### src/rtl/seq_mult_signed.sv
// seq_mult_signed
// Iterative radix-2 shift-add multiplier with a start/busy/done handshake.
// Supports unsigned and two's-complement signed operands, selected per
// operation. Signed operations multiply magnitudes, then negate the
// 2*WIDTH-bit result when the operand signs differ.
//
// Ports
//   clk          rising-edge clock
//   rst          synchronous, active-high reset (clears control and data)
//   start        request a multiplication; accepted in IDLE or DONE
//   signed_mode  1 = two's-complement operands, 0 = unsigned; sampled with start
//   mul_1        multiplicand, sampled with start
//   mul_2        multiplier, sampled with start
//   busy         high while iterating
//   done         one-cycle pulse when product is updated
//   product      registered 2*WIDTH-bit result, held until the next done
module seq_mult_signed #(
    parameter int WIDTH = 8
) (
    input  logic                 clk,
    input  logic                 rst,
    input  logic                 start,
    input  logic                 signed_mode,
    input  logic [WIDTH-1:0]     mul_1,
    input  logic [WIDTH-1:0]     mul_2,
    output logic                 busy,
    output logic                 done,
    output logic [2*WIDTH-1:0]   product
);

    localparam int CNT_W = $clog2(WIDTH + 1);

    typedef enum logic [1:0] {IDLE, RUN, DONE} state_t;

    state_t              state;
    logic [WIDTH-1:0]    acc;
    logic [WIDTH-1:0]    mplier;
    logic [WIDTH-1:0]    mcand;
    logic [CNT_W-1:0]    cnt;
    logic                neg;

    logic [WIDTH:0]      sum;
    logic [2*WIDTH-1:0]  shifted;

    // Magnitude of an operand held in WIDTH unsigned bits. The most negative
    // value maps onto 2^(WIDTH-1), which still fits.
    function automatic logic [WIDTH-1:0] magnitude(input logic [WIDTH-1:0] v,
                                                   input logic             is_signed);
        logic signed [WIDTH-1:0] sv;
        sv = $signed(v);
        if (is_signed && v[WIDTH-1])
            return WIDTH'(-sv);
        return v;
    endfunction

    // Applies the result sign; negating zero yields zero.
    function automatic logic [2*WIDTH-1:0] apply_sign(input logic [2*WIDTH-1:0] mag,
                                                      input logic               is_neg);
        logic signed [2*WIDTH-1:0] smag;
        smag = $signed(mag);
        if (is_neg)
            return (2*WIDTH)'(-smag);
        return mag;
    endfunction

    // One iteration: conditional add into the upper half with carry kept in
    // the extra sum bit, then {carry, acc, mplier} shifted right by one.
    always_comb begin
        sum     = {1'b0, acc} + (mplier[0] ? {1'b0, mcand} : {(WIDTH+1){1'b0}});
        shifted = {sum, mplier[WIDTH-1:1]};
    end

    always_ff @(posedge clk) begin
        if (rst) begin
            state   <= IDLE;
            busy    <= 1'b0;
            done    <= 1'b0;
            product <= '0;
            acc     <= '0;
            mplier  <= '0;
            mcand   <= '0;
            cnt     <= '0;
            neg     <= 1'b0;
        end else begin
            case (state)
                IDLE, DONE: begin
                    done <= 1'b0;
                    if (start) begin
                        mcand  <= magnitude(mul_1, signed_mode);
                        mplier <= magnitude(mul_2, signed_mode);
                        neg    <= signed_mode & (mul_1[WIDTH-1] ^ mul_2[WIDTH-1]);
                        acc    <= '0;
                        cnt    <= CNT_W'(WIDTH);
                        busy   <= 1'b1;
                        state  <= RUN;
                    end else begin
                        state  <= IDLE;
                    end
                end
                RUN: begin
                    acc    <= shifted[2*WIDTH-1:WIDTH];
                    mplier <= shifted[WIDTH-1:0];
                    cnt    <= cnt - CNT_W'(1);
                    // Last iteration: the product is taken from this cycle's
                    // shifted value so done follows the final step directly.
                    if (cnt == CNT_W'(1)) begin
                        product <= apply_sign(shifted, neg);
                        done    <= 1'b1;
                        busy    <= 1'b0;
                        state   <= DONE;
                    end
                end
                default: begin
                    busy  <= 1'b0;
                    done  <= 1'b0;
                    state <= IDLE;
                end
            endcase
        end
    end

endmodule

### config.mk
export PLATFORM = sky130hd
export DESIGN_NAME = seq_mult_signed
export DESIGN_NICKNAME = d
export VERILOG_FILES = /design/src/rtl/seq_mult_signed.sv
export SDC_FILE = /design/constraint.sdc
export NUM_CORES = 1
export LEC_CHECK = 0
export BUFFER_PORTS_ARGS = -buffer_cell sky130_fd_sc_hd__buf_2
export CORE_MARGIN = 1
export CORE_UTILIZATION = 44
export DETAILED_ROUTE_END_ITERATION = 10
export GPL_ROUTABILITY_DRIVEN = 0
export PLACE_DENSITY = 0.66
export SYNTH_ARGS = -nofsm -noshare
export SYNTH_HDL_FRONTEND = slang
export SYNTH_SLANG_ARGS = --single-unit
### constraint.sdc
create_clock -name clk -period 2.8 [get_ports clk]
set_input_delay 0.14 -clock clk [delete_from_list [all_inputs] [get_ports clk]]
set_output_delay 0.14 -clock clk [all_outputs]
set_load 0.01 [all_outputs]
Yosys cells after proc, flatten, opt, wreduce, memory -nomap -nowiden
Cells that the tools add are included.
{"block": "totals", "register_bits": 49, "output_inout_bits": 18, "wordCells": 63, "in_bits": 20}
{"block": "classes", "n_eq_ne": 5, "n_reduce_logical": 10, "add_sub_neg": 5, "bitwise": 3, "muxes": 31}
{"op": "8-bit two-way mux", "count": 7}
{"op": "16-bit two-way mux", "count": 2}
{"op": "8-bit one-hot mux with 2 select lines", "count": 2}
{"op": "16-bit negator", "count": 1}
{"op": "8-bit negator", "count": 2}
{"op": "1-bit two-way mux", "count": 15}
{"op": "8-bit by 8-bit adder with 9-bit output", "count": 1}
{"op": "4-bit one-hot mux with 2 select lines", "count": 1}
{"op": "2-bit AND reduction", "count": 4}
{"op": "4-bit by 1-bit == test with 1-bit output, second input constant", "count": 1}
{"op": "4-bit two-way mux", "count": 1}
{"op": "2-bit inequality test, second input constant", "count": 2}
{"op": "2-bit one-hot mux with 2 select lines", "count": 1}
{"op": "2-bit OR reduction", "count": 2}
{"op": "4-bit by 1-bit subtractor with 4-bit output, second input constant", "count": 1}
{"op": "2-bit by 1-bit == test with 1-bit output, second input constant", "count": 1}
{"op": "2-bit == test, second input constant", "count": 1}
{"op": "1-bit logical AND", "count": 2}
{"op": "2-bit logical NOT", "count": 1}
{"op": "2-bit two-way mux", "count": 1}
{"op": "1-bit one-hot mux with 2 select lines", "count": 1}
{"op": "2-bit nonzero test", "count": 1}
{"op": "1-bit bitwise AND", "count": 1}
{"op": "1-bit inverter", "count": 1}
{"op": "1-bit bitwise XOR", "count": 1}

Logic depth before layout (Yosys ltp)
Gate-level depths: netlist of the first run.
{"block": "depth", "depth_word": 8, "depth_mapped": 9, "mapped_depth_nobuf": 9}

Worst setup path after synthesis of the first run
OpenSTA, ideal clock, no wires.
{"block": "synth_path", "path_kind": "reg2reg", "from": "reg mplier[0]", "to": "reg product[15]", "path_slack_ps": 159, "synth_period_minus_slack_ps": 2641, "path_stages_with_launch": 10, "arrival_ps": 2554, "setup_ps": 87, "required_time_ps": 2713, "path_buffers": 0, "path_cell_list": "dfxtp_1 and2_1 ha_1 fa_1 xor2_1 o41ai_2 o31ai_1 or4_1 mux2_2 o31ai_1"}
{"block": "synth_via", "elab_chain_len": 5}
{"item": "start: declaration", "line_no": "37", "source": "logic [WIDTH-1:0] mplier;"}
{"item": "start signal: assignment", "line_no": "90", "source": "mplier <= magnitude(mul_2, signed_mode);"}
{"item": "start signal: assignment", "line_no": "102", "source": "mplier <= shifted[WIDTH-1:0];"}
{"item": "8-bit two-way mux (*)", "line_no": "69", "source": "sum = {1'b0, acc} + (mplier[0] ? {1'b0, mcand} : {(WIDTH+1){1'b0}});"}
{"item": "8-bit by 8-bit adder with 9-bit output (*)", "line_no": "69"}
{"item": "16-bit negator", "line_no": "62", "source": "return (2*WIDTH)'(-smag);"}
{"item": "16-bit two-way mux", "line_no": "61", "source": "if (is_neg)"}
{"item": "16-bit two-way mux (*)", "line_no": "63", "source": "return mag;"}
{"item": "end signal: assignment", "line_no": "107", "source": "product <= apply_sign(shifted, neg);"}
{"item": "end: declaration", "line_no": "28", "source": "output logic [2*WIDTH-1:0] product"}
Every way passes the cells marked *; elsewhere a longest branch is shown, timed or not. The select of a mux whose other input is x is not followed.
A chain may end at the register's enable or synchronous reset.

Worst setup path after layout of the first run
Same ends and word-level chain as after synthesis.

==> results of run 1 <==
[worst min-delay path, delay by kind of cell]
kind | cells | cell delay, ns
buffers and inverters | 1 | 0.13
AND/OR/NAND/NOR | 1 | 0.06
AO/OA/AOI/OAI | 1 | 0.05
[area by class of cell]
class / instances / area, µm² / area share
Multi-Input combinational cell: 270 / 1730 / 0.544
Sequential cell: 49 / 981 / 0.308
Timing Repair Buffer: 46 / 253 / 0.0794
Tap cell: 75 / 93.8 / 0.0295
Clock buffer: 5 / 68.8 / 0.0216
Inverter: 9 / 33.8 / 0.0106
Clock inverter: 3 / 21.3 / 0.00668
[power breakdown]
part	switching, mW	leakage [nW]	total (mW)	internal (mW)
Sequential	0.0318	0.399	0.763	0.732
Combinational	0.162	0.872	0.267	0.105
Clock	0.251	0.0445	0.429	0.178
Total	0.445	1.32	1.46	1.01
[logic make-up after synthesis]
group | after synthesis | synth area share
AO/OA/AOI/OAI | 100 | 0.245
multiplexers | 2 | 0.00762
AND/OR/NAND/NOR | 131 | 0.224
adder cells (fa/ha/maj) | 14 | 0.0655
buffers and inverters | 25 | 0.0336
XOR/XNOR | 23 | 0.0722
flip-flops | 49 | 0.352
[sequential cells by signal, summed over array words and instances, names as in the netlist]
register,cells
cnt,4
busy,1
mplier,8
product,16
done,1
acc,8
neg,1
mcand,8
state,2
[cells in the final DEF, fill, tap and decap left out, types with 2 or more instances in the layout]
cell type	count
sky130_fd_sc_hd__xnor2_1	7
sky130_fd_sc_hd__a311oi_1	3
sky130_fd_sc_hd__nand3_1	7
sky130_fd_sc_hd__a31oi_1	3
sky130_fd_sc_hd__and2_1	8
sky130_fd_sc_hd__dfxtp_1	49
sky130_fd_sc_hd__nand3b_1	6
sky130_fd_sc_hd__inv_1	9
sky130_fd_sc_hd__nand2b_1	2
sky130_fd_sc_hd__a22oi_1	12
sky130_fd_sc_hd__o31ai_1	4
sky130_fd_sc_hd__a221oi_1	2
sky130_fd_sc_hd__a21oi_1	29
sky130_fd_sc_hd__o211ai_1	3
sky130_fd_sc_hd__nor2_1	52
sky130_fd_sc_hd__or4_1	5
sky130_fd_sc_hd__or3_1	2
sky130_fd_sc_hd__a21boi_0	2
sky130_fd_sc_hd__buf_2	37
sky130_fd_sc_hd__o21ai_0	9
sky130_fd_sc_hd__buf_4	9
sky130_fd_sc_hd__xor2_1	16
sky130_fd_sc_hd__nand2_1	27
sky130_fd_sc_hd__ha_1	13
sky130_fd_sc_hd__clkbuf_8	5
sky130_fd_sc_hd__nor3b_1	2
sky130_fd_sc_hd__a211oi_1	19
sky130_fd_sc_hd__o41ai_1	2
sky130_fd_sc_hd__nor2b_1	4
sky130_fd_sc_hd__nor3_1	9
sky130_fd_sc_hd__a211o_1	3
sky130_fd_sc_hd__nor4_1	3
[per-layer routing]
metal | track usage | wire (µm) | share of wire | up-vias
met5 | 0 | 0 | 0 | -
met4 | 0.0596 | 70 | 0.011 | 0
met3 | 0.0356 | 211 | 0.034 | 7
met2 | 0.320 | 2720 | 0.44 | 56
met1 | 0.277 | 3210 | 0.52 | 1133
li1 | - | - | - | 1326
[per-stage QoR]
stage                util  area [µm²]  hold slack [ns]  cells
finish              0.528        3180            0.116    457
global route        0.528        3180            0.116    457
CTS                 0.524        3160            0.100    456
detailed placement  0.509        3070            0.430    448
global placement    0.509        3070            0.441    448
floorplan               -        2790            0.248    344
[worst paths after layout]
path / cells past startpoint / startpoint / slack, ns / to
setup / recovery: 9 / mplier[0]$_SDFFE_PP0P_ / 0.10 / product[15]$_SDFFE_PP0P_
hold / removal: 3 / mul_1[0] / 0.12 / mcand[0]$_SDFFE_PP0P_
setup reg to reg: 9 / mplier[0]$_SDFFE_PP0P_ / 0.10 / product[15]$_SDFFE_PP0P_
hold reg to reg: 2 / product[9]$_SDFFE_PP0P_ / 0.46 / product[9]$_SDFFE_PP0P_
[repair_timing]
| item | in CTS | in global routing |
|---|---|---|
| gates resized for setup | 0 | 3 |
| setup buffers | 0 | 1 |
| setup endpoints to repair | 0 | 4 |
==> impl_summary.log, run 1 <==
[metrics] Post-CTS Hold Fix Bufs: 0
[metrics] latest clock arrival within the worst-skew pair: 0.31 ns
[metrics] status: completed
[metrics] timing-limited maximum frequency: 370 MHz
[metrics] post-synth net total: 378
[metrics] most instantiated library cell after synthesis: sky130_fd_sc_hd__nor2_1
[metrics] number of setup violations in the final report: 0
[metrics] number of hold-slack violations in the final timing report: 0
[metrics] FP Rows: 28
[metrics] number of flops mapped to enable cells by yosys: 0
[metrics] CTS sink count: 49
[metrics] wirelength, routed: 6210 µm
[metrics] Critical Path End Type: flip-flop
[metrics] clock period minus worst slack: 2.70 ns
[metrics] vias in the first global route: 2247
[metrics] maximum net fanout on the critical path: 5
[metrics] Cell Pwr Density: 459 mW/mm²
[metrics] CP max-delay cell: sky130_fd_sc_hd__or4_1
[metrics] Synth top area share: 0.352
[metrics] cell taking the most area after synthesis: sky130_fd_sc_hd__dfxtp_1
[metrics] fin worst setup slack: 0.100 ns
[metrics] DRT antenna net count: 0
[metrics] measured slew at the worst slew-check pin: 1.27 ns
[metrics] Core Box Area: 0.00603 mm²
[metrics] hold crit path type: in -> reg
[metrics] Overall Power: 1.46 mW
[metrics] top area cells in the synthesized netlist: sky130_fd_sc_hd__dfxtp_1 35%, sky130_fd_sc_hd__nor2_1 7.0%, sky130_fd_sc_hd__ha_1 5.8%
[metrics] fin nets: 415
[metrics] wire length of the first global-routing pass: 10400 µm
[metrics] IO buf count: 37
[metrics] maximum number of pins on one net before global-route repair: 52
[metrics] Critical Path AT: 2.92 ns
[metrics] number of unique standard cell types used by synthesis: 46
[metrics] relative area change from synthesis to final layout: 14.1%
[metrics] worst setup slack before clock tree synthesis: 0.0433 ns
[metrics] data required time of the worst path: 3.02 ns
[metrics] final HPWL from detailed placement: 4590 µm
[metrics] post-synthesis async set-or-reset flop share: 0
[metrics] Maximum Capacitance Violations: 0
[metrics] peak per-stage delay on the critical path: 0.47 ns
[metrics] die outline height: 81.6 µm
[metrics] fraction of layout cells with a size suffix above 1: 0.165
[metrics] Top Ports: 38
[metrics] startpoint class of the critical path: flip-flop
[metrics] sequential cell area fraction in the yosys report: 0.352
[metrics] combined global-route utilization of all metal layers: 0.201
[metrics] worst supply voltage drop on vdd: 0.243 mV
[metrics] leading register cell type out of synthesis: sky130_fd_sc_hd__dfxtp_1
[metrics] Static Leak: 1.32 nW
[metrics] clk root buf: sky130_fd_sc_hd__clkbuf_8
[metrics] drt drc: 0
[metrics] H-Tree Depth: 2
[metrics] count of vias placed by the detailed router: 2522
[metrics] clock tree from TritonCTS: yes
[metrics] Synth Area per Inst: 8.11 µm²
[metrics] crit-path leading delay family: simple AND/OR/NAND/NOR gates
[metrics] total overflow reported by the global router: 0
[metrics] Clock transition at path regs: 0.10 ns
[metrics] flop and latch count out of synthesis: 49
[metrics] number of antenna violations at the first check in global routing: 0
[metrics] First DRT Iteration DRCs: 102
[metrics] number of filler instances in the final layout: 615
[metrics] WP buf/inv: 0
[metrics] buffers from clock root to sink, at most: 2
[metrics] clock skew: 0.0137 ns
[metrics] Slew HR: 0.153
[metrics] class of the most critical setup path: reg -> reg
[metrics] cell area after synthesis: 0.00279 mm²
[metrics] Die Area: 0.00666 mm²
[metrics] starting density of the core: 0.463
[metrics] unrepaired setup endpoints after global routing: yes
[metrics] post-detailed-route via-to-cell ratio: 5.52
[metrics] most used standard cells in the synthesized netlist: 52 x sky130_fd_sc_hd__nor2_1, 49 x sky130_fd_sc_hd__dfxtp_1, 29 x sky130_fd_sc_hd__a21oi_1
[metrics] worst path cell trace: and2_1, ha_1, fa_2, xor2_1, o41ai_2, o31ai_2, or4_1, mux2_2, o31ai_1
[metrics] total iterations of the first detailed-routing run: 4
[metrics] setup_tns: 0 ns
[metrics] Mapped Cells: 344
[metrics] Ys Warns: 0
[metrics] number of diodes: 0
[metrics] number of buffers created by CTS: 5
[metrics] Die X: 81.6 µm
[metrics] part of the cycle the worst path needs: 0.964
[metrics] number of slew-limit violations in the final report: 0
[metrics] Avg WL per Cell: 13.6 µm
Note: power is estimated with default switching activity, not from simulation.
==> run 2, diff against run 1 <==
--- a/config.mk
+++ b/config.mk
@@ -10,7 +10,7 @@
 export CORE_UTILIZATION = 44
 export DETAILED_ROUTE_END_ITERATION = 10
 export GPL_ROUTABILITY_DRIVEN = 0
-export PLACE_DENSITY = 0.66
+export PLACE_DENSITY = 0.72
 export SYNTH_ARGS = -nofsm -noshare
 export SYNTH_HDL_FRONTEND = slang
 export SYNTH_SLANG_ARGS = --single-unit
==> run 2 against run 1 <==
Against the previous run:
- first-iteration DRC count up 34%
- maximum frequency increased by 0.69%
- power fell by 1.6%
- critical path depth unchanged
- clock power shrank 5.1%
- critical path type unchanged
==> impl_summary.log, run 2 (synthesis results as in run 1) <==
[metrics] Die Area: 0.00666 mm² (unchanged)
[metrics] WP buf/inv: 0 (unchanged)
[metrics] total stage count of the critical path: 9 (unchanged)
[metrics] CP max-delay cell: sky130_fd_sc_hd__or4_1 (unchanged)
[metrics] wire length of the first global-routing pass: 10000 µm (was 10400 µm)
[metrics] clk root buf: sky130_fd_sc_hd__clkbuf_8 (unchanged)
[metrics] IO buf count: 37 (unchanged)
[metrics] placed standard-cell area: 0.00308 mm² (was 0.00307 mm²)
[metrics] Top Ports: 38 (unchanged)
[metrics] unrepaired setup endpoints after global routing: yes (unchanged)
[metrics] crit-path leading delay family: simple AND/OR/NAND/NOR gates (unchanged)
[metrics] fin worst setup slack: 0.119 ns (was 0.100 ns)
[metrics] met3 wire length: 237 µm (was 211 µm)
[metrics] number of slew-limit violations in the final report: 0 (unchanged)
[metrics] highest routed layer: met4 (unchanged)
[metrics] routed length on met2: 2580 µm (was 2720 µm)
[metrics] length of routed wiring on met1: 3240 µm (was 3210 µm)
[metrics] number of antenna violations at the first check in global routing: 0 (unchanged)
[metrics] endpoint of the most critical setup path: product[15]$_SDFFE_PP0P_ (unchanged)
[metrics] relative area change from synthesis to final layout: 14.6% (was 14.1%)
[metrics] CTS sink count: 49 (unchanged)
[metrics] Clock transition at path regs: 0.09 ns (was 0.10 ns)
[metrics] First DRT Iteration DRCs: 137 (was 102)
[metrics] hold crit path type: in -> reg (unchanged)
[metrics] combined global-route utilization of all metal layers: 0.192 (was 0.201)
[metrics] worst setup slack before clock tree synthesis: 0.0752 ns (was 0.0433 ns)
[metrics] status: completed (unchanged)
[metrics] final standard cell count with taps included and fillers excluded: 459 (was 457)
[metrics] timing-limited maximum frequency: 373 MHz (was 370 MHz)
[metrics] Die X: 81.6 µm (unchanged)
[metrics] FP Rows: 28 (unchanged)
[metrics] clock period minus worst slack: 2.68 ns (was 2.70 ns)
[metrics] number of setup violations in the final report: 0 (unchanged)
[metrics] worst path cell trace: and2_1, ha_2, fa_2, xor2_2, o41ai_2, o31ai_2, or4_1, mux2_2, o31ai_1 (was and2_1, ha_1, fa_2, xor2_1, o41ai_2, o31ai_2, or4_1, mux2_2, o31ai_1)
[metrics] count of vias placed by the detailed router: 2518 (was 2522)
[metrics] Overall Power: 1.44 mW (was 1.46 mW)
[metrics] Core Box Area: 0.00603 mm² (unchanged)
[metrics] clock skew: 0.00391 ns (was 0.0137 ns)
[metrics] Avg WL per Cell: 13.3 µm (was 13.6 µm)
[metrics] post-detailed-route via-to-cell ratio: 5.49 (was 5.52)
[metrics] final HPWL from detailed placement: 4490 µm (was 4590 µm)
[metrics] number of diodes: 0 (unchanged)
[metrics] part of the total power dissipated in the clock network: 0.283 (was 0.294)
[metrics] fraction of power consumed by sequential logic: 0.530 (was 0.523)
[metrics] total iterations of the first detailed-routing run: 4 (unchanged)
[metrics] Critical Path End Type: flip-flop (unchanged)
[metrics] Maximum Capacitance Violations: 0 (unchanged)
[metrics] number of cells on the worst reg-to-reg path: 9 (unchanged)
[metrics] Cell Pwr Density: 449 mW/mm² (was 459 mW/mm²)
[metrics] endpoint of the worst register-to-register path: product[15]$_SDFFE_PP0P_ (unchanged)
[metrics] number of hold-slack violations in the final timing report: 0 (unchanged)
[metrics] buffers from clock root to sink, at most: 2 (unchanged)
[metrics] measured slew at the worst slew-check pin: 1.18 ns (was 1.27 ns)
[metrics] H-Tree Depth: 2 (unchanged)
[metrics] drt drc: 0 (unchanged)
[metrics] starting density of the core: 0.463 (unchanged)
[metrics] Critical Path AT: 2.90 ns (was 2.92 ns)
[metrics] maximum number of pins on one net before global-route repair: 36 (was 52)
[metrics] internal power consumption: 1.02 mW (was 1.01 mW)
[metrics] r2r setup slk: 0.12 ns (was 0.10 ns)
[metrics] maximum net fanout on the critical path: 5 (unchanged)
[metrics] switching power total: 422 µW (was 445 µW)
[metrics] source of the worst register-to-register timing path: mplier[0]$_SDFFE_PP0P_ (unchanged)
[metrics] die outline height: 81.6 µm (unchanged)
[metrics] peak per-stage delay on the critical path: 0.47 ns (about the same)
[metrics] latest clock arrival within the worst-skew pair: 0.30 ns (was 0.31 ns)
[metrics] vias in the first global route: 2146 (was 2247)
[metrics] part of the cycle the worst path needs: 0.958 (was 0.964)
[metrics] worst supply voltage drop on vdd: 0.260 mV (was 0.243 mV)
[metrics] class of the most critical setup path: reg -> reg (unchanged)
[metrics] max FFs per register: 16 (unchanged)
[metrics] Top reg by flops: product (unchanged)
[metrics] wirelength, routed: 6120 µm (was 6210 µm)
[metrics] data required time of the worst path: 3.02 ns (about the same)
[metrics] most frequent cells in the layout: 52 x sky130_fd_sc_hd__nor2_1, 49 x sky130_fd_sc_hd__dfxtp_1, 37 x sky130_fd_sc_hd__buf_2 (unchanged)
[metrics] clock tree from TritonCTS: yes (unchanged)
[metrics] critical path launch point: mplier[0]$_SDFFE_PP0P_ (unchanged)
[metrics] number of buffers created by CTS: 5 (unchanged)
[metrics] DRT antenna net count: 0 (unchanged)
[metrics] Static Leak: 1.32 nW (about the same)
[metrics] number of placed instances, taps included: 450 (was 448)
[metrics] share of total power in combinational logic: 0.187 (was 0.183)
[metrics] total overflow reported by the global router: 0 (unchanged)
[metrics] fraction of layout cells with a size suffix above 1: 0.172 (was 0.165)
[metrics] fin nets: 417 (was 415)
[metrics] startpoint class of the critical path: flip-flop (unchanged)
[metrics] Slew HR: 0.211 (was 0.153)
[metrics] Post-Layout Inst Area: 0.00320 mm² (was 0.00318 mm²)
[metrics] final core utilization: 0.531 (was 0.528)
[metrics] leading cell type in the layout, fill and taps excluded: sky130_fd_sc_hd__nor2_1 (unchanged)
[metrics] switching power as a share of total power: 0.294 (was 0.305)
==> run 2: cell count changes in the layout (fill, tap and decap cells not counted), sizes merged <==
cell    previous run  this run
buf               46        48
clkbuf             5         7
clkinv             1         0
inv               10         9
==> run 2: cell type report <==
cell class	count	area, µm²
clock buffers	7	76.3
clock inverters	1	7.51
fillers	573	2830
inverters	9	33.8
multi-input cells	270	1740
flip-flops and latches	49	981
well taps	75	93.8
repair buffers	48	268
==> run 2: power by group through the flow <==
stage	clock network (mW)	logic, mW	registers (mW)
6_report	0.407	0.268	0.762
2_1_floorplan	0	0.184	0.775
5_1_grt	0.446	0.303	0.768
3_5_place_dp	0	0.265	0.778
4_1_cts	0.420	0.266	0.762
3_3_place_gp	0	0.259	0.776
==> run 2: tightest hold or removal path, delay by kind of cell <==
family          cells  cell delay, ns
buf+inv             1            0.13
compound gates      1            0.05
simple gates        1            0.05
==> run 2: per-layer routing <==
layer | vias up | global-route usage
met3 | 7 | 0.0333
met4 | 0 | 0.0386
met1 | 1119 | 0.277
met5 | - | 0
li1 | 1326 | -
met2 | 66 | 0.297
==> run 2: worst min-delay path by stage <==
stage	start	cells past startpoint	slack (ns)	to
2_1_floorplan	rst	1	0.25	state[1]$_SDFFE_PP0P_
3_3_place_gp	mcand[7]$_SDFFE_PP0P_	2	0.44	mcand[7]$_SDFFE_PP0P_
3_5_place_dp	mul_1[0]	3	0.44	mcand[0]$_SDFFE_PP0P_
4_1_cts	mul_1[0]	3	0.11	mcand[0]$_SDFFE_PP0P_
5_1_grt	mul_1[0]	3	0.12	mcand[0]$_SDFFE_PP0P_
6_report	mul_1[0]	3	0.12	mcand[0]$_SDFFE_PP0P_
==> run 2: stage by stage <==
stage	hold WS, ns	TNS (ns)
after floorplan	0.248	0
after global placement	0.443	0
after detailed placement	0.436	0
after CTS	0.111	0
after global routing	0.124	-0.0589
final	0.119	0
==> run 2: what timing repair did <==
action | 4_1_cts | 5_1_grt
endpoints found under the setup margin | 0 | 4
hold buffers | 0 | 0
buffers inserted | 0 | 1
resized for setup | 0 | 5
